[config.mk]
export PLATFORM = sky130hd
export DESIGN_NAME = seven_seg_scan_driver_flat
export DESIGN_NICKNAME = d
export VERILOG_FILES = /design/src/rtl/seven_seg_scan_driver_if.sv /design/src/rtl/seven_seg_scan_driver.sv /design/src/flat_wrapper.sv
export SDC_FILE = /design/constraint.sdc
export NUM_CORES = 1
export LEC_CHECK = 0
export CORE_MARGIN = 4
export CORE_UTILIZATION = 52
export DETAILED_ROUTE_END_ITERATION = 10
export GPL_ROUTABILITY_DRIVEN = 0
export PLACE_DENSITY = 0.94
export SLEW_MARGIN = 30
export SYNTH_ARGS = -nofsm -noshare
export SYNTH_HDL_FRONTEND = slang
export SYNTH_SLANG_ARGS = --single-unit
[constraint.sdc]
create_clock -name clk -period 4 [get_ports clk]
set_input_delay 0.8 -clock clk [delete_from_list [all_inputs] [get_ports clk]]
set_output_delay 0.8 -clock clk [all_outputs]
set_load 0.02 [all_outputs]
[src/rtl/seven_seg_scan_driver_if.sv]
// Pin bundle between the stopwatch counter chain (master) and the
// seven-segment scan driver (slave), plus the driver's scan-position debug view.
interface seven_seg_scan_driver_if #(
  parameter int NUM_DIGITS = 4
);
  localparam int IDX_W = (NUM_DIGITS > 1) ? $clog2(NUM_DIGITS) : 1;

  // There is no valid/ready pair. digits, blank_mask and dp_in are level
  // signals sampled by the driver on every clk edge. seg, dp, an and scan_tick
  // are registered and always meaningful. scan_tick is a strobe that needs no
  // acknowledge.
  logic [4*NUM_DIGITS-1:0] digits;
  logic [NUM_DIGITS-1:0]   blank_mask;
  logic [NUM_DIGITS-1:0]   dp_in;
  logic [6:0]              seg;
  logic                    dp;
  logic [NUM_DIGITS-1:0]   an;
  logic                    scan_tick;
  logic [IDX_W-1:0]        scan_idx;

  modport master (
    output digits, blank_mask, dp_in,
    input  seg, dp, an, scan_tick, scan_idx
  );

  modport slave (
    input  digits, blank_mask, dp_in,
    output seg, dp, an, scan_tick, scan_idx
  );
endinterface

[src/rtl/seven_seg_scan_driver.sv]
// Round-robin seven-segment scan driver with registered, polarity-selectable pins.
// Define SEVEN_SEG_LEADING_ZERO_BLANK_EN to auto-blank leading zero digits.
module seven_seg_scan_driver #(
  parameter int NUM_DIGITS  = 4,
  parameter int REFRESH_DIV = 100000,
  parameter int ACTIVE_LOW  = 1
) (
  input  logic                   clk,
  input  logic                   Reset,
  seven_seg_scan_driver_if.slave bus
);
  localparam int   IDX_W = (NUM_DIGITS > 1) ? $clog2(NUM_DIGITS) : 1;
  localparam int   DIV_W = (REFRESH_DIV > 1) ? $clog2(REFRESH_DIV) : 1;
  localparam logic POL   = (ACTIVE_LOW != 0);

  logic [DIV_W-1:0]      div_q, div_d;
  logic [IDX_W-1:0]      idx_q, idx_d;
  logic                  started_q, started_d;

  logic [3:0]            digit_val [NUM_DIGITS];
  logic [NUM_DIGITS-1:0] blank_eff;

  logic [6:0]            seg_c;
  logic                  dp_c;
  logic [NUM_DIGITS-1:0] an_c;
  logic                  tick_c;

  logic [6:0]            seg_q;
  logic                  dp_q;
  logic [NUM_DIGITS-1:0] an_q;
  logic                  tick_q;

  function automatic logic [6:0] seg7(input logic [3:0] v);
    logic [6:0] s;
    case (v)
      4'd0:    s = 7'b0111111;
      4'd1:    s = 7'b0000110;
      4'd2:    s = 7'b1011011;
      4'd3:    s = 7'b1001111;
      4'd4:    s = 7'b1100110;
      4'd5:    s = 7'b1101101;
      4'd6:    s = 7'b1111101;
      4'd7:    s = 7'b0000111;
      4'd8:    s = 7'b1111111;
      4'd9:    s = 7'b1101111;
      default: s = 7'b0000000;
    endcase
    return s;
  endfunction

  always_comb begin
    for (int k = 0; k < NUM_DIGITS; k++) begin
      digit_val[k] = bus.digits[4*k +: 4];
    end
  end

`ifdef SEVEN_SEG_LEADING_ZERO_BLANK_EN
  logic [NUM_DIGITS-1:0] lz;

  // Digit k is leading if it and every digit above it are zero; digit 0 always shows.
  always_comb begin
    lz = '0;
    for (int k = 1; k < NUM_DIGITS; k++) begin
      lz[k] = 1'b1;
      for (int j = k; j < NUM_DIGITS; j++) begin
        if (digit_val[j] != 4'd0) lz[k] = 1'b0;
      end
    end
  end

  assign blank_eff = bus.blank_mask | lz;
`else
  assign blank_eff = bus.blank_mask;
`endif

  // State register: scan position plus the output pin registers.
  always_ff @(posedge clk) begin
    if (Reset) begin
      div_q     <= '0;
      idx_q     <= '0;
      started_q <= 1'b0;
      seg_q     <= {7{POL}};
      dp_q      <= POL;
      an_q      <= {NUM_DIGITS{POL}};
      tick_q    <= 1'b0;
    end else begin
      div_q     <= div_d;
      idx_q     <= idx_d;
      started_q <= started_d;
      seg_q     <= seg_c ^ {7{POL}};
      dp_q      <= dp_c ^ POL;
      an_q      <= an_c ^ {NUM_DIGITS{POL}};
      tick_q    <= tick_c;
    end
  end

  // Next-state: the divider paces the digit index; started marks that a wrap can now occur.
  always_comb begin
    div_d     = div_q + 1'b1;
    idx_d     = idx_q;
    started_d = started_q;
    if (div_q == DIV_W'(REFRESH_DIV - 1)) begin
      div_d     = '0;
      started_d = 1'b1;
      if (idx_q == IDX_W'(NUM_DIGITS - 1)) idx_d = '0;
      else                                 idx_d = idx_q + 1'b1;
    end
  end

  // Output decode, active-high; the pin registers above apply the polarity.
  always_comb begin
    an_c        = '0;
    an_c[idx_q] = 1'b1;
    seg_c       = blank_eff[idx_q] ? 7'b0000000 : seg7(digit_val[idx_q]);
    dp_c        = bus.dp_in[idx_q] & ~blank_eff[idx_q];
    // Digit 0 with a fresh divider after at least one advance is the wrap point.
    tick_c      = started_q && (idx_q == '0) && (div_q == '0);
  end

  assign bus.seg       = seg_q;
  assign bus.dp        = dp_q;
  assign bus.an        = an_q;
  assign bus.scan_tick = tick_q;
  assign bus.scan_idx  = idx_q;
endmodule

[src/flat_wrapper.sv]
// flat-port wrapper written by rule: the top's interface ports become plain ports
module seven_seg_scan_driver_flat 
#(
  parameter int NUM_DIGITS  = 4,
  parameter int REFRESH_DIV = 100000,
  parameter int ACTIVE_LOW  = 1
)
  (clk, Reset, bus_digits, bus_blank_mask, bus_dp_in, bus_seg, bus_dp, bus_an, bus_scan_tick, bus_scan_idx);
  seven_seg_scan_driver_if #(.NUM_DIGITS(NUM_DIGITS)) bus_i ();
  input  logic clk;
  input  logic Reset;
  input wire logic [$bits(bus_i.digits)-1:0] bus_digits;
  input wire logic [$bits(bus_i.blank_mask)-1:0] bus_blank_mask;
  input wire logic [$bits(bus_i.dp_in)-1:0] bus_dp_in;
  output wire logic [$bits(bus_i.seg)-1:0] bus_seg;
  output wire logic [$bits(bus_i.dp)-1:0] bus_dp;
  output wire logic [$bits(bus_i.an)-1:0] bus_an;
  output wire logic [$bits(bus_i.scan_tick)-1:0] bus_scan_tick;
  output wire logic [$bits(bus_i.scan_idx)-1:0] bus_scan_idx;
  assign bus_i.digits = bus_digits;
  assign bus_i.blank_mask = bus_blank_mask;
  assign bus_i.dp_in = bus_dp_in;
  assign bus_seg = bus_i.seg;
  assign bus_dp = bus_i.dp;
  assign bus_an = bus_i.an;
  assign bus_scan_tick = bus_i.scan_tick;
  assign bus_scan_idx = bus_i.scan_idx;
  seven_seg_scan_driver #(.NUM_DIGITS(NUM_DIGITS), .REFRESH_DIV(REFRESH_DIV), .ACTIVE_LOW(ACTIVE_LOW)) u_core (.clk(clk), .Reset(Reset), .bus(bus_i));
endmodule
# [Word-level counts from Yosys, hierarchy flattened]
# Memory sizes are Yosys's and may differ from the RTL's.
# Cells that the tools add are included.
[word_totals] ff_bits=33 romBits=112 out_inout_bits=15 word_cells=38 mem_count=1
[memory_table] memory="(no name shown)" words=16 width=7 read_ports=1 rd_ports_with_merged_regs=0 wr=0 line="seven_seg_scan_driver.sv:35" text="case (v)"
[op_classes] addsub=2 magnitude_cmp=3 n_eq_ne=2 mux=11 bitwise=6 reduce_logical=6
[op_table] op="17-bit by 1-bit adder with 17-bit output, second input constant" n=1
[op_table] op="17-bit == test, second input constant" n=1
[op_table] op="17-bit logical NOT" n=1
[op_table] op="4-bit binary-select mux with 2-bit select" n=1
[op_table] op="4-bit two-way mux" n=2
[op_table] op="7-bit two-way mux" n=1
[op_table] op="7-bit NOT" n=1
[op_table] op="1-bit binary-select mux with 2-bit select" n=2
[op_table] op="4-bit NOT" n=1
[op_table] op="3-bit greater-or-equal comparator, second input constant" n=1
[op_table] op="1-bit logical AND" n=3
[op_table] op="2-bit by 3-bit < comparator with 1-bit output, second input constant" n=1
[op_table] op="1-bit two-way mux" n=3
[op_table] op="2-bit NOT with 3-bit output" n=1
[op_table] op="2-bit by 1-bit adder with 2-bit output, second input constant" n=1
[op_table] op="1-bit demux with 2-bit select" n=1
[op_table] op="2-bit == test, second input constant" n=1
[op_table] op="2-bit by 1-bit greater-or-equal comparator with 1-bit output, second input constant" n=1
[op_table] op="2-bit logical NOT" n=1
[op_table] op="2-bit two-way mux" n=1
[op_table] op="1-bit NOT" n=2
[op_table] op="2-bit OR reduction" n=1
[op_table] op="1-bit bitwise AND" n=1

# [Depth between registers and ports, before layout]
# Gate-level depths: netlist of the first run.
# An unclocked memory read counts as a cell.
[depth] depth_word=7 depth_mapped=8 ltp_nobuf=7

# [Least setup slack after synthesis of the first run]
# No wires, ideal clock.
[synth_path] kind="reg2reg" start="reg u_core.idx_q[0], in the netlist u_core.bus.scan_idx[0]" end="reg u_core.seg_q[4], in the netlist u_core.bus.seg[4]" t_arrival_ns=2.038 required_ns=3.878 setup_slack_ns=1.840 stages_incl_launch_ff=9 period_less_slack_ns=2.160 path_cell_list="dfxtp_1 -> buf_2 -> mux4_2 -> inv_1 -> ha_1 -> inv_1 -> mux2_2 -> o22ai_1 -> nand2_1"
[synth_via] elab_chain_len=7 elab_cells_between_ends=9 classes_between="mux (6); bitwise (2); memory (1)"
[synth_rtl] element="start, declared" line="seven_seg_scan_driver.sv:17" text="logic [IDX_W-1:0] idx_q, idx_d;"
[synth_rtl] element="start signal, assigned" line="seven_seg_scan_driver.sv:88" text="idx_q <= idx_d;"
[synth_rtl] element="2-bit NOT with 3-bit output (implied by the code)" line="seven_seg_scan_driver.sv:114" text="seg_c = blank_eff[idx_q] ? 7'b0000000 : seg7(digit_val[idx_q]);"
[synth_rtl] element="4-bit binary-select mux with 2-bit select" line="seven_seg_scan_driver.sv:114"
[synth_rtl] element="4-bit two-way mux (implied by the code) (2 in a row)" line="seven_seg_scan_driver.sv:114"
[synth_rtl] element="memory read 16 x 7 bit"
[synth_rtl] element="7-bit two-way mux (*)" line="seven_seg_scan_driver.sv:114"
[synth_rtl] element="7-bit NOT (no source line) (*)"
[synth_rtl] element="end signal, assigned" line="seven_seg_scan_driver.sv:82" text="seg_q <= {7{POL}};"
[synth_rtl] element="end signal, assigned" line="seven_seg_scan_driver.sv:90" text="seg_q <= seg_c ^ {7{POL}};"
[synth_rtl] element="end, declared" line="seven_seg_scan_driver.sv:28" text="logic [6:0] seg_q;"
# Mark *: on every way between the ends. The rest lies on a longest branch, timed or not. The select of a mux whose other input is x is not followed.
# A chain may end at the register's enable or synchronous reset.

# [Final worst setup path of the first run]
[layout_path] start="reg u_core.idx_q[0], in the netlist u_core.bus.scan_idx[0]" end="out bus_scan_idx[0]"
[layout_rtl] element="end, declared" line="flat_wrapper.sv:19" text="output wire logic [$bits(bus_i.scan_idx)-1:0] bus_scan_idx;"
# No word-level cell between the ends.

==> run_results.csv, run 1 <==
group,metric,value,unit
global_route,grt_start_max_net_pins,18,
detailed_routing,detail-route-antenna-nets,0,
global_route,antenna_found_initial,0,
global_route,track_usage,0.188,
power_and_ir_drop,power.share.switching,0.219,
worst_setup_path,critical_path.startpoint_type,"flip-flop",
sta,max_freq,388,MHz
logic_synthesis,mappedNetlistArea,0.00164,sq mm
worst_setup_path,arrival,1.78,ns
cts,clk_transition_reported_paths,0.10,ns
sta,fin_tns_setup,0,ns
logic_synthesis,yosys_warnings,0,
cts,post_cts.resized_instances,0,
global_route,overflow,0,
die,effective_utilization_at_floorplan,0.542,
logic_synthesis,synth-edff-count,0,
power_and_ir_drop,power.leakage,0.000759,uW
worst_setup_path,worstRegToRegCells,7,
logic_synthesis,post_synthesis_register_bit_count,33,
layout,drive_gt1_frac,0.0884,
power_and_ir_drop,power_switching,148,uW
global_route,gr-usage-met3,0.0650,
logic_synthesis,combinational_family_with_the_most_area_after_synthesis,"simple AND/OR/NAND/NOR gates",
worst_setup_path,worst_setup_path_end_kind,"primary output",
cts,cts_buffers,5,
logic_synthesis,synthXorXnorAreaFrac,0.0694,
sta,timing.slew.headroom,0.559,
power_and_ir_drop,vdd_ir_drop_max,0.263,mV
global_route,grt_first_pass_wirelength,5990,um
layout,finish.utilization,0.713,
logic_synthesis,synth_top_area_cells,"sky130_fd_sc_hd__dfxtp_1 (40%), sky130_fd_sc_hd__ha_1 (8.4%), sky130_fd_sc_hd__mux4_2 (8.2%)",
logic_synthesis,syn-mean-instance-area,9.54,sq um
logic_synthesis,post_synth_mux_area_share,0.0953,
die,design.portCount,41,
logic_synthesis,unique_masters_post_synth,38,
worst_setup_path,crit_start,"u_core.bus.scan_idx[0]$_SDFFE_PP0N_",
layout,most-common-layout-cells,"sky130_fd_sc_hd__clkdlybuf4s50_1 (40), sky130_fd_sc_hd__dfxtp_1 (33), sky130_fd_sc_hd__nor2_1 (21), sky130_fd_sc_hd__inv_1 (12)",
die,core_area,0.00303,sq mm
layout,layout.nets,251,
power_and_ir_drop,combPwrFrac,0.109,
cts,clockRootBuffer,"sky130_fd_sc_hd__clkbuf_4",
power_and_ir_drop,power_per_cell_area,313,mW/mm^2
logic_synthesis,synthCells,172,
die,floorplan.die.width,64.2,um
logic_synthesis,post_synth_fa_ha_maj_area_fraction,0.0839,
logic_synthesis,synth_compound_gate_area_share,0.0740,
worst_setup_path,crit_buf_inv,1,
logic_synthesis,synth_nets,209,
worst_setup_path,cp_max_fo,12,
sta,final_max_slew_viol_count,0,
placement,io_buf_count,40,
detailed_routing,detail_route.first_pass.iterations,4,
detailed_routing,wire_per_inst,13.6,um
cts,holdBufCountCts,0,
worst_setup_path,critPathKind,"reg2out",
detailed_routing,drt_drc_violations_left,0,
detailed_routing,drt-vias-per-instance,5.36,
layout,n_fill_cell,220,
layout,layout.cells.most_common,"sky130_fd_sc_hd__clkdlybuf4s50_1",
layout,flow.area_growth_from_synthesis,31.6,%
global_route,use_met1,0.215,
worst_setup_path,critical-path-max-stage-delay,0.73,ns
worst_setup_path,critical_path.cell_chain,"clkdlybuf4s50_1",
die,die_area,0.00412,sq mm
global_route,grt_use_met2,0.310,
global_route,grt_pass1_vias,1343,
worst_setup_path,rr_startpoint,"u_core.bus.scan_idx[0]$_SDFFE_PP0N_",
layout,antenna_cells_inserted,0,
cts,worst_skew_pair.late_latency,0.34,ns
sta,rsz0062_at_grt,"no",
worst_setup_path,timing.critical_path.required,3.20,ns
sta,fin_crit_sh,0.644,
logic_synthesis,ys_seq_area_frac,0.403,
die,dieHeight,64.2,um
logic_synthesis,synth_top_area_frac,0.403,
worst_setup_path,end_of_the_worst_register_to_register_path,"u_core.bus.seg[4]$_SDFF_PP1_",
logic_synthesis,share_of_synthesized_registers_carrying_an_async_set_or_reset,0,
global_route,busiest_layer,"met2",
cts,cts_htree_levels,2,
power_and_ir_drop,power_frac_seq,0.502,
detailed_routing,total_number_of_vias,1389,
logic_synthesis,synth-simple-area-share,0.233,
detailed_routing,totalWireLength,3520,um
cts,post-cts-setup-buffer-count,0,
logic_synthesis,synthDominantAreaCellType,"sky130_fd_sc_hd__dfxtp_1",
sta,post-route-min-period,2.58,ns
power_and_ir_drop,power_report.internal_total,528,uW
cts,cts_max_path_buffers,2,
worst_setup_path,setup.worst_path.end,"bus_scan_idx[0]",
detailed_routing,drt_first_iter_violations,81,
worst_hold_path,hold_path.class,"reg2reg",
worst_setup_path,worst-r2r-setup-slack,1.73,ns
worst_setup_path,cp_top_family,"buffers and inverters",
cts,cts_tree,"built",
cts,cts_sinks,33,
run_status,outcome,"finished clean",
sta,final_hold_viol_count,0,
worst_setup_path,timing.critical_path.depth,1,
die,floorplan.rows,20,
logic_synthesis,ys.flop_type,"sky130_fd_sc_hd__dfxtp_1",
sta,clock-skew-final,0.00856,ns
sta,number_of_endpoints_failing_setup_at_the_final_stage,0,
placement,place_hpwl,2510,um
power_and_ir_drop,power.share.clock,0.389,
sta,timing_worst_slew_pin_value,0.662,ns
job,maxCapViolCount,0,
worst_setup_path,cp_slowest_cell,"sky130_fd_sc_hd__clkdlybuf4s50_1",
layer usage:
metal	share of wire	routed length (um)
met4	0.026	90
met2	0.50	1750
met3	0.067	237
met5	0	0
met1	0.41	1440
worst register-to-register path, stage by stage (launching register included):
cell and delay (ns):
sky130_fd_sc_hd__dfxtp_1 0.71, sky130_fd_sc_hd__mux4_2 0.65, sky130_fd_sc_hd__inv_1 0.13, sky130_fd_sc_hd__ha_1 0.18, sky130_fd_sc_hd__inv_1 0.04, sky130_fd_sc_hd__mux2_2 0.26, sky130_fd_sc_hd__o22ai_1 0.13, sky130_fd_sc_hd__nand2_1 0.07
how the worst min path moves through the flow:
stage | startpoint | endpoint | slack (ns) | depth (start not counted)
after floorplan | u_core.started_q$_SDFFE_PP0N_ | u_core.started_q$_SDFFE_PP0N_ | 0.43 | 2
after global placement | u_core.started_q$_SDFFE_PP0N_ | u_core.started_q$_SDFFE_PP0N_ | 0.45 | 2
after detailed placement | u_core.div_q[0]$_SDFF_PP0_ | u_core.div_q[0]$_SDFF_PP0_ | 0.47 | 1
after CTS | u_core.started_q$_SDFFE_PP0N_ | u_core.started_q$_SDFFE_PP0N_ | 0.50 | 2
after global routing | u_core.started_q$_SDFFE_PP0N_ | u_core.started_q$_SDFFE_PP0N_ | 0.55 | 2
final | u_core.started_q$_SDFFE_PP0N_ | u_core.started_q$_SDFFE_PP0N_ | 0.49 | 2
cell usage after synthesis (2+ instances only):
cell type	count
sky130_fd_sc_hd__or3_1	2
sky130_fd_sc_hd__nand2b_1	5
sky130_fd_sc_hd__mux4_2	6
sky130_fd_sc_hd__nor4_1	5
sky130_fd_sc_hd__or4_1	2
sky130_fd_sc_hd__xnor2_1	11
sky130_fd_sc_hd__clkbuf_1	2
sky130_fd_sc_hd__o22ai_1	2
sky130_fd_sc_hd__inv_1	12
sky130_fd_sc_hd__nand2_1	10
sky130_fd_sc_hd__o21ai_0	9
sky130_fd_sc_hd__dfxtp_1	33
sky130_fd_sc_hd__nor3_1	3
sky130_fd_sc_hd__a21oi_1	6
sky130_fd_sc_hd__ha_1	11
sky130_fd_sc_hd__buf_2	3
sky130_fd_sc_hd__nand4_1	3
sky130_fd_sc_hd__nand3_1	6
sky130_fd_sc_hd__xor2_1	2
sky130_fd_sc_hd__nor2_1	21
final cells by class:
class / count / area [sq um] / share of cell area
Timing Repair Buffer: 40 / 400 / 0.186
Tap cell: 44 / 55.1 / 0.0255
Multi-Input combinational cell: 122 / 912 / 0.423
Clock buffer: 7 / 55.1 / 0.0255
Inverter: 12 / 45.0 / 0.0209
Clock inverter: 1 / 30.0 / 0.0139
Sequential cell: 33 / 661 / 0.306
sequential cells by signal, indices dropped and copies added, names as in the netlist:
| signal | cells |
|---|---|
| u_core.bus.an | 4 |
| u_core.bus.dp | 1 |
| u_core.bus.scan_idx | 2 |
| u_core.bus.scan_tick | 1 |
| u_core.bus.seg | 7 |
| u_core.div_q | 17 |
| u_core.started_q | 1 |
metrics by stage:
step	area, sq um	hold WS (ns)	power [uW]	std cells	setup slack [ns]
6_report	2160	0.495	676	259	1.42
5_1_grt	2160	0.550	706	259	1.28
4_1_cts	2160	0.497	680	259	1.39
3_5_place_dp	2070	0.468	420	251	1.35
3_3_place_gp	2070	0.452	418	251	1.40
2_1_floorplan	1640	0.429	382	172	1.84
power by group through the flow:
stage / clock network [uW] / registers (uW) / logic, uW
2_1_floorplan: 0 / 352 / 29.3
3_3_place_gp: 0 / 347 / 70.7
3_5_place_dp: 0 / 347 / 73.1
4_1_cts: 266 / 340 / 73.7
5_1_grt: 285 / 341 / 79.7
6_report: 263 / 340 / 73.8
logic make-up after synthesis:
logic type                 count (synthesis)
xor gates and xnor gates                  13
AOI/OAI and AO/OA                         21
buffers and inverters                     17
adders and majority gates                 11
DFF                                       33
and+or+nand+nor                           69
muxes                                      8
No activity file was read; power rests on OpenSTA's default activity.
==> run 2, diff against run 1 <==
- CORE_UTILIZATION: 52 -> 48
- PLACE_DENSITY: 0.94 -> 0.88
- clock period: 4 -> 2.7 ns (I/O delays scaled with it)
==> run 2 against run 1 <==
- non-clock buffer count increased by 2
- critical path type unchanged
- sequential share of layout area down 0.21 points
- largest cell class unchanged
- register-to-register slack got worse by 1.1 ns
- largest power group unchanged
- die area grew 7.3%
- hold slack got worse by 0.0057 ns
- clock power grew 45%
==> run_results.csv, run 2 (synthesis gave the netlist of run 1 again) <==
group,metric,value,unit
run_status,outcome,"finished clean",
global_route,overflow,0,
layout,largest_register,"u_core.div_q",
detailed_routing,total_number_of_vias,1379,
placement,postPlaceCellArea,0.00209,sq mm
cts,cts_tree,"built",
layout,layout.nets,253,
detailed_routing,drt_drc_violations_left,0,
worst_setup_path,critPathKind,"reg2out",
sta,final_max_slew_viol_count,0,
power_and_ir_drop,power_per_cell_area,458,mW/mm^2
worst_setup_path,worst_setup_path_end_kind,"primary output",
placement,place_hpwl,2820,um
worst_setup_path,critical_path.startpoint_type,"flip-flop",
die,design.portCount,41,
cts,clk_transition_reported_paths,0.10,ns
layout,most-common-layout-cells,"sky130_fd_sc_hd__clkdlybuf4s50_1 (40), sky130_fd_sc_hd__dfxtp_1 (33), sky130_fd_sc_hd__nor2_1 (21), sky130_fd_sc_hd__inv_1 (12)",
sta,timing.slew.headroom,0.703,
detailed_routing,drt-vias-per-instance,5.28,
worst_setup_path,crit_buf_inv,2,
layout,layout.cells.most_common,"sky130_fd_sc_hd__clkdlybuf4s50_1",
worst_setup_path,cp_top_family,"buffers and inverters",
sta,setup_slack,0.433,ns
worst_setup_path,critical-path-max-stage-delay,0.61,ns
cts,cts_max_path_buffers,2,
cts,cts_htree_levels,2,
die,floorplan.die.width,66.5,um
sta,fin_crit_sh,0.839,
detailed_routing,totalWireLength,3600,um
sta,timing_worst_slew_pin_value,0.446,ns
cts,holdBufCountCts,0,
global_route,antenna_found_initial,0,
placement,dp_worst_setup_slack,0.315,ns
cts,cts_sinks,33,
sta,rsz0062_at_grt,"no",
sta,final_hold_viol_count,0,
die,effective_utilization_at_floorplan,0.520,
worst_setup_path,cp_max_fo,7,
worst_setup_path,critical_path.cell_chain,"buf_4 -> clkdlybuf4s50_1",
detailed_routing,drt_first_iter_violations,80,
placement,io_buf_count,40,
layout,finish.utilization,0.689,
layout,flow.area_growth_from_synthesis,32.5,%
detailed_routing,wire_per_inst,13.8,um
sta,number_of_endpoints_failing_setup_at_the_final_stage,0,
die,core_area,0.00315,sq mm
global_route,grt_start_max_net_pins,18,
sta,fin_tns_setup,0,ns
layout,largest_register_ff_count,17,
die,die_area,0.00442,sq mm
cts,clockRootBuffer,"sky130_fd_sc_hd__clkbuf_4",
power_and_ir_drop,power.leakage,0.000769,uW
die,dieHeight,66.5,um
worst_setup_path,arrival,1.73,ns
worst_hold_path,hold_path.class,"reg2reg",
detailed_routing,detail-route-antenna-nets,0,
sta,post-route-min-period,2.27,ns
cts,worst_skew_pair.late_latency,0.34,ns
cts,post_cts.resized_instances,0,
global_route,track_usage,0.181,
power_and_ir_drop,vdd_ir_drop_max,0.301,mV
detailed_routing,detail_route.first_pass.iterations,4,
worst_setup_path,timing.critical_path.required,2.16,ns
global_route,grt_pass1_vias,1281,
worst_setup_path,cp_slowest_cell,"sky130_fd_sc_hd__clkdlybuf4s50_1",
job,maxCapViolCount,0,
layout,finalInstanceArea,0.00217,sq mm
layout,drive_gt1_frac,0.0968,
die,floorplan.rows,20,
cts,post-cts-setup-buffer-count,0,
sta,clock-skew-final,0.00871,ns
worst_setup_path,worst-r2r-setup-slack,0.63,ns
layout,antenna_cells_inserted,0,
sta,max_freq,441,MHz
cts,cts_buffers,5,
global_route,grt_first_pass_wirelength,6000,um
==> run 2: cell type report <==
class,count,area [sq um]
clock inverters,1,30.0
flip-flops and latches,33,661
well taps,44,55.1
fillers,244,980
clock buffers,7,55.1
multi-input cells,122,912
repair buffers,42,415
inverters,12,45.0
==> run 2: worst paths after layout <==
| path | startpoint | endpoint | cells after the start |
|---|---|---|---|
| max reg2reg | u_core.bus.scan_idx[0]$_SDFFE_PP0N_ | u_core.bus.seg[4]$_SDFF_PP1_ | 7 |
| max | u_core.bus.scan_idx[0]$_SDFFE_PP0N_ | bus_scan_idx[0] | 2 |
| min reg2reg | u_core.started_q$_SDFFE_PP0N_ | u_core.started_q$_SDFFE_PP0N_ | 2 |
| min | u_core.started_q$_SDFFE_PP0N_ | u_core.started_q$_SDFFE_PP0N_ | 2 |
==> run 2: metal layers <==
| layer | up-vias | routed length, um | track usage |
|---|---|---|---|
| li1 | 689 | - | - |
| met1 | 636 | 1530 | 0.213 |
| met2 | 45 | 1780 | 0.302 |
| met3 | 9 | 201 | 0.0489 |
| met4 | 0 | 82 | 0.0888 |
| met5 | - | 0 | 0 |
==> run 2: power by group <==
part           leakage, uW  internal [uW]  switching, uW  total, uW
registers         0.000268            497           6.98        504
clock network    0.0000455            221            161        382
logic             0.000455           65.2           44.1        109
total             0.000769            783            212        995
==> run 2: worst min-delay path, cell delays in order (launching register included) <==
cell and delay (ns):
sky130_fd_sc_hd__dfxtp_1 0.35, sky130_fd_sc_hd__a31oi_1 0.04, sky130_fd_sc_hd__nor2_1 0.07
==> run 2: stage by stage <==
step	power (uW)	instances	hold slack, ns
global route	1040	261	0.515
CTS	1000	261	0.485
finish	995	261	0.489
detailed placement	624	253	0.459
floorplan	565	172	0.429
global placement	620	253	0.453
==> run 3, diff against run 2 <==
- CORE_UTILIZATION: 48 -> 44
- PLACE_DENSITY: 0.88 -> 0.86
- clock period: 2.7 -> 2 ns (I/O delays scaled with it)
==> run 3 against run 2 <==
- final area grew 5.9%
- cell count is 5.0% higher
- die area increased by 8.0%
- critical path depth rose by 6
- worst setup slack got worse by 0.31 ns
- global-route usage decreased by 2.5 points
- critical endpoint is now u_core.bus.seg[4]$_SDFF_PP1_
- combinational power increased by 52%
- register-to-register slack lost 0.50 ns
- total power is 48% higher
- sequential power is 35% higher
- largest power group unchanged
==> run_results.csv, run 3 (synthesis gave the netlist of run 1 again) <==
group,metric,value,unit
run_status,outcome,"finished clean",
worst_setup_path,worst_setup_path_end_kind,"flip-flop",
layout,largest_register_ff_count,17,
sta,final_max_slew_viol_count,0,
detailed_routing,detail-route-antenna-nets,0,
worst_setup_path,cp_top_family,"multiplexers",
die,die_area,0.00477,sq mm
cts,post-cts-setup-buffer-count,0,
layout,flow.area_growth_from_synthesis,40.4,%
job,maxCapViolCount,0,
worst_setup_path,crit_buf_inv,3,
layout,most-common-layout-cells,"sky130_fd_sc_hd__clkdlybuf4s50_1 (40), sky130_fd_sc_hd__dfxtp_1 (32), sky130_fd_sc_hd__nor2_1 (21), sky130_fd_sc_hd__inv_1 (12), sky130_fd_sc_hd__buf_4 (12)",
die,floorplan.die.width,69.1,um
worst_hold_path,hold_path.class,"reg2reg",
cts,clk_transition_reported_paths,0.07,ns
cts,cts_htree_levels,2,
detailed_routing,drt_first_iter_violations,81,
detailed_routing,drt_drc_violations_left,0,
cts,cts_tree,"built",
layout,antenna_cells_inserted,0,
die,floorplan.rows,21,
worst_setup_path,end_of_the_worst_register_to_register_path,"u_core.bus.seg[4]$_SDFF_PP1_",
worst_setup_path,critPathKind,"in2reg",
cts,holdBufCountCts,0,
worst_setup_path,timing.critical_path.depth,8,
sta,setup_slack,0.120,ns
die,core_area,0.00347,sq mm
cts,cts_max_path_buffers,2,
die,dieHeight,69.1,um
sta,clock-skew-final,0.00484,ns
worst_setup_path,worstRegToRegCells,7,
die,design.portCount,41,
worst_setup_path,critical_path.cell_chain,"clkdlybuf4s50_1 -> mux4_2 -> inv_1 -> ha_1 -> inv_1 -> mux2_2 -> o22ai_1 -> nand2_1",
sta,hold-worst-slack,0.511,ns
sta,max_freq,532,MHz
die,effective_utilization_at_floorplan,0.473,
global_route,grt_first_pass_wirelength,6100,um
placement,io_buf_count,40,
detailed_routing,detail_route.first_pass.iterations,4,
sta,timing_worst_slew_pin_value,0.504,ns
cts,post_cts.resized_instances,0,
layout,n_fill_cell,277,
power_and_ir_drop,vdd_ir_drop_max,0.406,mV
layout,layout.cells.most_common,"sky130_fd_sc_hd__clkdlybuf4s50_1",
sta,post-route-min-period,1.88,ns
global_route,grt_start_max_net_pins,18,
worst_setup_path,crit_start,"bus_digits[8]",
cts,cts_sinks,33,
placement,dp_worst_setup_slack,-0.186,ns
power_and_ir_drop,power_per_cell_area,641,mW/mm^2
global_route,grt_pass1_vias,1417,
sta,rsz0062_at_grt,"no",
sta,timing.slew.headroom,0.662,
worst_setup_path,cp_max_fo,2,
cts,cts_buffers,5,
worst_setup_path,critical-path-max-stage-delay,0.48,ns
cts,clockRootBuffer,"sky130_fd_sc_hd__clkbuf_8",
cts,worst_skew_pair.late_latency,0.28,ns
worst_setup_path,arrival,2.06,ns
worst_setup_path,worst-r2r-setup-slack,0.13,ns
layout,largest_register,"u_core.div_q",
sta,final_hold_viol_count,0,
global_route,overflow,0,
power_and_ir_drop,power.leakage,0.000837,uW
worst_setup_path,cp_slowest_cell,"sky130_fd_sc_hd__mux4_2",
detailed_routing,totalWireLength,3770,um
global_route,track_usage,0.156,
worst_setup_path,critical_path.startpoint_type,"input port",
detailed_routing,drt-vias-per-instance,5.20,
layout,layout.nets,264,
worst_setup_path,timing.critical_path.mode_cell,"sky130_fd_sc_hd__inv_1",
detailed_routing,total_number_of_vias,1426,
placement,place_hpwl,2690,um
worst_setup_path,rr_startpoint,"u_core.bus.scan_idx[0]$_SDFFE_PP0N_",
sta,number_of_endpoints_failing_setup_at_the_final_stage,0,
worst_setup_path,timing.critical_path.required,2.18,ns
layout,drive_gt1_frac,0.149,
detailed_routing,wire_per_inst,13.8,um
worst_setup_path,setup.worst_path.end,"u_core.bus.seg[4]$_SDFF_PP1_",
global_route,antenna_found_initial,0,
sta,fin_crit_sh,0.940,
## run 3: cell count changes in the layout (fill, tap and decap cells not counted), sizes merged
| cell | change |
|---|---|
| clkbuf | -2 |
| clkinv | +1 |
| buf | +11 |
| clkinvlp | +1 |
## run 3: area by class of cell
class,count,area (sq um),area share
Tap cell,46,57.6,0.0250
Inverter,12,45.0,0.0196
Clock buffer,5,68.8,0.0299
Clock inverter,3,46.3,0.0201
Sequential cell,33,662,0.287
Multi-Input combinational cell,122,912,0.396
Timing Repair Buffer,53,510,0.222
## run 3: per-layer routing
| layer | global-route usage | share of wire | vias to the layer above |
|---|---|---|---|
| met1 | 0.159 | 0.40 | 669 |
| met5 | 0 | 0 | - |
| met3 | 0.0436 | 0.058 | 2 |
| met2 | 0.296 | 0.53 | 44 |
| met4 | 0.0629 | 0.0045 | 0 |
| li1 | - | - | 711 |
## run 3: report_power, final
| group | switching [uW] | total (uW) | internal, uW |
|---|---|---|---|
| Combinational | 64.9 | 166 | 101 |
| Clock | 259 | 632 | 373 |
| Sequential | 7.70 | 678 | 671 |
| Total | 332 | 1480 | 1140 |
## run 3: worst register-to-register path: cells and delay by family, from the launching register on
kind / cells / cell delay [ns]
mux: 2 / 0.81
flops: 1 / 0.44
fa+ha+maj: 1 / 0.16
buf+inv: 2 / 0.14
compound gates: 1 / 0.14
simple gates: 1 / 0.07
## run 3: through the flow
| step | power, uW | setup TNS [ns] | cells | area (sq um) | util |
|---|---|---|---|---|---|
| finish | 1480 | 0 | 274 | 2300 | 0.664 |
| global route | 1520 | 0 | 274 | 2300 | 0.664 |
| CTS | 1480 | 0 | 274 | 2300 | 0.664 |
| detailed placement | 858 | -0.628 | 266 | 2190 | 0.631 |
| global placement | 853 | -0.200 | 266 | 2190 | 0.631 |
| floorplan | 763 | 0 | 172 | 1640 | - |
## run 3: worst min-delay path by stage
stage / depth (start not counted) / slack, ns / startpoint / end
after floorplan: 2 / 0.43 / u_core.started_q$_SDFFE_PP0N_ / u_core.started_q$_SDFFE_PP0N_
after global placement: 2 / 0.45 / u_core.started_q$_SDFFE_PP0N_ / u_core.started_q$_SDFFE_PP0N_
after detailed placement: 2 / 0.47 / u_core.started_q$_SDFFE_PP0N_ / u_core.started_q$_SDFFE_PP0N_
after CTS: 2 / 0.50 / u_core.started_q$_SDFFE_PP0N_ / u_core.started_q$_SDFFE_PP0N_
after global routing: 2 / 0.51 / u_core.started_q$_SDFFE_PP0N_ / u_core.started_q$_SDFFE_PP0N_
final: 2 / 0.51 / u_core.div_q[16]$_SDFF_PP0_ / u_core.div_q[16]$_SDFF_PP0_
==> RTL edit 1 (settings of run 1) <==
Make the reset (`Reset`) asynchronous in one clocked block.
--- a/src/rtl/seven_seg_scan_driver.sv
+++ b/src/rtl/seven_seg_scan_driver.sv
@@ -74,7 +74,7 @@
 `endif
 
   // State register: scan position plus the output pin registers.
-  always_ff @(posedge clk) begin
+  always_ff @(posedge clk or posedge Reset) begin
     if (Reset) begin
       div_q     <= '0;
       idx_q     <= '0;
Formal check against the unedited RTL: differs if Reset is asserted again (counterexample within 4 cycles, from zero or initial values and one cycle with Reset high); with Reset held inactive, the same outputs for 10 cycles.
==> RTL edit 1 against run 1 <==
Total power down 7.3%; register-to-register slack gained 70 ps; worst setup slack improved by 93 ps; utilization rose by 0.56 points; clock skew down 2.0 ps; clock power decreased by 22%; synthesized area grew 6.8%; sequential cell count unchanged; critical path depth unchanged; hold slack got worse by 5.8 ps; cell area grew 4.1%; global-route usage down 1.0 points; routed wire length shrank 1.0%; critical path type unchanged.
==> RTL edit 1: results (changes against run 1) <==
| Metric | Value |
|---|---|
| Asr flop ratio synth | 1.00 (was 0) |
| Fraction of area in clock buffers and inverters | 0.0312 (was 0.0394) |
| Synth cell types | 34 (was 38) |
| Fillcell total | 230 (was 220) |
| Max VDD drop | 0.135 mV (was 0.263 mV) |
| Area post-placement | 2180 µm² (was 2070 µm²) |
| Post-DP HPWL | 2770 µm (was 2510 µm) |
| Placed Cells | 234 (was 251) |
| Leakage | 0.950 nW (was 0.759 nW) |
| Core Util, Final | 0.718 (was 0.713) |
| Logic inverters | 13 (was 12) |
| Multi-input combinational cell count | 103 (was 122) |
| Status | finished clean (unchanged) |
| Ys flop type | dfrtp_1 (was dfxtp_1) |
| Worst hold margin | 489 ps (was 495 ps) |
| Fraction of area in multi-input gates | 0.367 (was 0.423) |
| Clk_skew | 6.55 ps (was 8.56 ps) |
| Critical path arrival | 1680 ps (was 1780 ps) |
| Core Footprint | 3130 µm² (was 3030 µm²) |
| Relative max-transition margin | 0.505 (was 0.559) |
| Place WS | 1460 ps (was 1350 ps) |
| Reg-to-reg setup timing slack | 1800 ps (was 1730 ps) |
| Total CTS buffers | 5 (unchanged) |
| FF-to-FF End | u_core.bus.scan_idx[1] (was u_core.bus.seg[4]) |
| Critical path startpoint | u_core.bus.scan_idx[0] (unchanged) |
| Layout cells sized above 1 | 0.167 (was 0.0884) |
| Critical Path Max Stage Delay | 700 ps (was 730 ps) |
| Non-clk bufs | 41 (was 40) |
| Total global-route track usage | 0.177 (was 0.188) |
| Worst-path fanout max | 11 (was 12) |
| Seq area share | 0.374 (was 0.306) |
| RR Startpoint | u_core.div_q[0] (was u_core.bus.scan_idx[0]) |
| Top cells by count, synth | dfrtp_1, inv_1, nor2_1 (was dfxtp_1, nor2_1, inv_1) |
| Total number of vias | 1298 (was 1389) |
| DR vias/cell | 5.36 (about the same) |
| Synth top area share | 0.300 (was 0.403) |
| Sequential share of the synthesized area | 0.480 (was 0.403) |
| WHS Path Cells | 1 (was 2) |
| Syn Area/Cell | 11.4 µm² (was 9.54 µm²) |
| Buffer share of cell area | 0.182 (was 0.186) |
| Syn nets | 191 (was 209) |
| WL final | 3480 µm (was 3520 µm) |
| Worst hold path startpoint | u_core.started_q (unchanged) |
| Ranking of synthesized cells by area | dfrtp_1, dfstp_2, ha_1, mux4_2, xor2_1 (was dfxtp_1, ha_1, mux4_2, xnor2_1, nor2_1) |
| Fmax | 0.403 GHz (was 0.388 GHz) |
| Cells on worst reg2reg path | 5 (was 7) |
| 1st-iter DRT viols | 79 (was 81) |
| Min-Delay Path Class | reg -> reg (unchanged) |
[RTL edit 1: cell types whose count changed in the layout (fill, tap and decap cells not counted), sizes merged, moves of 4 or more]
cell	before	now
xor2	2	8
dfxtp	33	0
nor2	21	14
dfrtp	0	21
nand2b	5	1
dfstp	0	12
xnor2	11	6
[RTL edit 1: cell families after synthesis]
kind of cell | after synthesis | share of synthesized area
fa+ha+maj | 11 | 0.0786
xor+xnor | 14 | 0.0700
buf+inv | 18 | 0.0493
mux | 12 | 0.113
simple gates | 51 | 0.159
flops | 33 | 0.480
compound gates | 15 | 0.0507
[RTL edit 1: power by group]
group / internal (mW) / leakage [nW] / switching [mW]
Combinational: 0.0428 / 0.504 / 0.0340
Sequential: 0.343 / 0.405 / 0.00134
Clock: 0.102 / 0.0413 / 0.104
[RTL edit 1: per-layer routing]
metal | wire length, µm | track usage
met5 | 0 | 0
met4 | 99 | 0.0736
met2 | 1700 | 0.280
met1 | 1520 | 0.229
met3 | 166 | 0.0493
==> RTL edit 2 (config.mk and constraints of run 1) <==
Made on the original files. `NUM_DIGITS` is set to 4 in 3 places; all go to 2.
--- a/src/rtl/seven_seg_scan_driver_if.sv
+++ b/src/rtl/seven_seg_scan_driver_if.sv
@@ -1,7 +1,7 @@
 // Pin bundle between the stopwatch counter chain (master) and the
 // seven-segment scan driver (slave), plus the driver's scan-position debug view.
 interface seven_seg_scan_driver_if #(
-  parameter int NUM_DIGITS = 4
+  parameter int NUM_DIGITS = 2
 );
   localparam int IDX_W = (NUM_DIGITS > 1) ? $clog2(NUM_DIGITS) : 1;
 
--- a/src/rtl/seven_seg_scan_driver.sv
+++ b/src/rtl/seven_seg_scan_driver.sv
@@ -1,7 +1,7 @@
 // Round-robin seven-segment scan driver with registered, polarity-selectable pins.
 // Define SEVEN_SEG_LEADING_ZERO_BLANK_EN to auto-blank leading zero digits.
 module seven_seg_scan_driver #(
-  parameter int NUM_DIGITS  = 4,
+  parameter int NUM_DIGITS  = 2,
   parameter int REFRESH_DIV = 100000,
   parameter int ACTIVE_LOW  = 1
 ) (
--- a/src/flat_wrapper.sv
+++ b/src/flat_wrapper.sv
@@ -1,7 +1,7 @@
 // flat-port wrapper written by rule: the top's interface ports become plain ports
 module seven_seg_scan_driver_flat 
 #(
-  parameter int NUM_DIGITS  = 4,
+  parameter int NUM_DIGITS  = 2,
   parameter int REFRESH_DIV = 100000,
   parameter int ACTIVE_LOW  = 1
 )
Interface: changed (5 resized); port bits go from 41 to 26. No check against the original RTL was run, so the function may have changed too.
==> RTL edit 2 against run 1 <==
Via count is 12% lower; worst setup slack gained 110 ps; maximum frequency increased by 4.3%; critical path depth stayed put; register-to-register slack better by 170 ps; total power fell by 16%; clock skew grew 1.2 ps; routed wire length fell by 7.4%; sequential cell count fell by 3; cell area shrank 20%; synthesized area decreased by 15%; global-route usage is 2.6 points higher; critical endpoint is now bus_scan_idx.
==> RTL edit 2: results (changes against run 1) <==
| Metric | Value |
|---|---|
| Status | finished clean (unchanged) |
| Slowest-stage cell, CP | clkdlybuf4s50_1 (unchanged) |
| Vias in the first global route | 1192 (was 1343) |
| 1st-iter DRT viols | 85 (was 81) |
| Clk_skew | 9.80 ps (was 8.56 ps) |
| Post-CTS resize count | 0 (unchanged) |
| Layout Nets | 203 (was 251) |
| Met1 usage | 0.231 (was 0.215) |
| Ranking of synthesized cells by area | dfxtp_1, ha_1, nor2_1, mux2i_1, xor2_1 (was dfxtp_1, ha_1, mux4_2, xnor2_1, nor2_1) |
| First-pass GRT wire length | 5500 µm (was 5990 µm) |
| Post-DP HPWL | 2460 µm (was 2510 µm) |
| Worst-path fanout max | 12 (unchanged) |
| Critical Path Max Stage Delay | 700 ps (was 730 ps) |
| Max reg flops | 17 (unchanged) |
| DR vias/cell | 5.72 (was 5.36) |
| RR Startpoint | u_core.div_q[0] (was u_core.bus.scan_idx[0]) |
| H-tree lvl count | 2 (unchanged) |
| Critical path arrival | 1670 ps (was 1780 ps) |
| GR Util met3 | 0.0734 (was 0.0650) |
| Largest reg by FF count | u_core.div_q (unchanged) |
| Delay-heaviest family, CP | buffers and inverters (unchanged) |
| Port buffer count | 25 (was 40) |
| Max VDD drop | 0.299 mV (was 0.263 mV) |
| Met2 usage | 0.364 (was 0.310) |
| Critical path startpoint | u_core.bus.scan_idx (was u_core.bus.scan_idx[0]) |
| Top cells by count, synth | dfxtp_1, nor2_1, nand2_1 (was dfxtp_1, nor2_1, inv_1) |
| Clk pin slew, worst setup/hold paths | 90 ps |
| Sequential share of the synthesized area | 0.429 (was 0.403) |
| Worst-Margin Slew | 661 ps (was 662 ps) |
| Ys flop type | dfxtp_1 (unchanged) |
| Pin count of the biggest net entering global routing | 18 (unchanged) |
| Leakage | 0.653 nW (was 0.759 nW) |
| WL/cell | 15.3 µm (was 13.6 µm) |
| Total global-route track usage | 0.214 (was 0.188) |
| TritonRoute pass-1 iters | 4 (unchanged) |
| Initial antenna violation count | 0 (unchanged) |
| Synth cell types | 31 (was 38) |
| Syn nets | 175 (was 209) |
| Place WS | 1490 ps (was 1350 ps) |
| Total CTS buffers | 5 (unchanged) |
| Layout cells sized above 1 | 0.0820 (was 0.0884) |
| Max Cap Violations | 0 (unchanged) |
[RTL edit 2: changes by cell type in the layout (fill, tap and decap cells not counted), sizes merged, moves of 5 or more]
cell / change
clkdlybuf4s50: -15
nand4: +5
mux4: -6
inv: -6
xor2: +6
xnor2: -5
mux2i: +6
[RTL edit 2: path summary, 6_finish.rpt]
check,to,slack (ps),depth (start not counted)
max reg2reg,u_core.div_q[2],1900,5
min,u_core.started_q,500,2
min reg2reg,u_core.started_q,500,2
max,bus_scan_idx,1530,1
[RTL edit 2: area by class of cell]
class	count	area, µm²
Fill cell	205	797
Multi-Input combinational cell	114	754
Sequential cell	30	601
Timing Repair Buffer	25	250
Clock buffer	7	55.1
Tap cell	30	37.5
Inverter	6	22.5
Clock inverter	1	5.00
[RTL edit 2: cell families after synthesis]
| logic type | after synthesis | share of synthesized area |
|---|---|---|
| simple gates | 68 | 0.253 |
| fa+ha+maj | 7 | 0.0626 |
| xor+xnor | 14 | 0.0877 |
| buf+inv | 10 | 0.0313 |
| compound gates | 15 | 0.0617 |
| flops | 30 | 0.429 |
| mux | 10 | 0.0742 |
[RTL edit 2: through the flow]
step	cell area [µm²]	std cells
floorplan	1400	154
global placement	1670	205
detailed placement	1670	205
CTS	1730	213
global route	1730	213
finish	1730	213
[RTL edit 2: layer usage]
layer | up-vias | routed length [µm]
li1 | 592 | -
met1 | 578 | 1320
met2 | 38 | 1710
met3 | 10 | 130
met4 | 0 | 94
met5 | - | 0
[RTL edit 2: where the power goes]
part	switching, mW	total (mW)	internal [mW]
registers	0.00557	0.311	0.305
clock network	0.108	0.193	0.0850
logic	0.0299	0.0607	0.0308
total	0.143	0.565	0.421
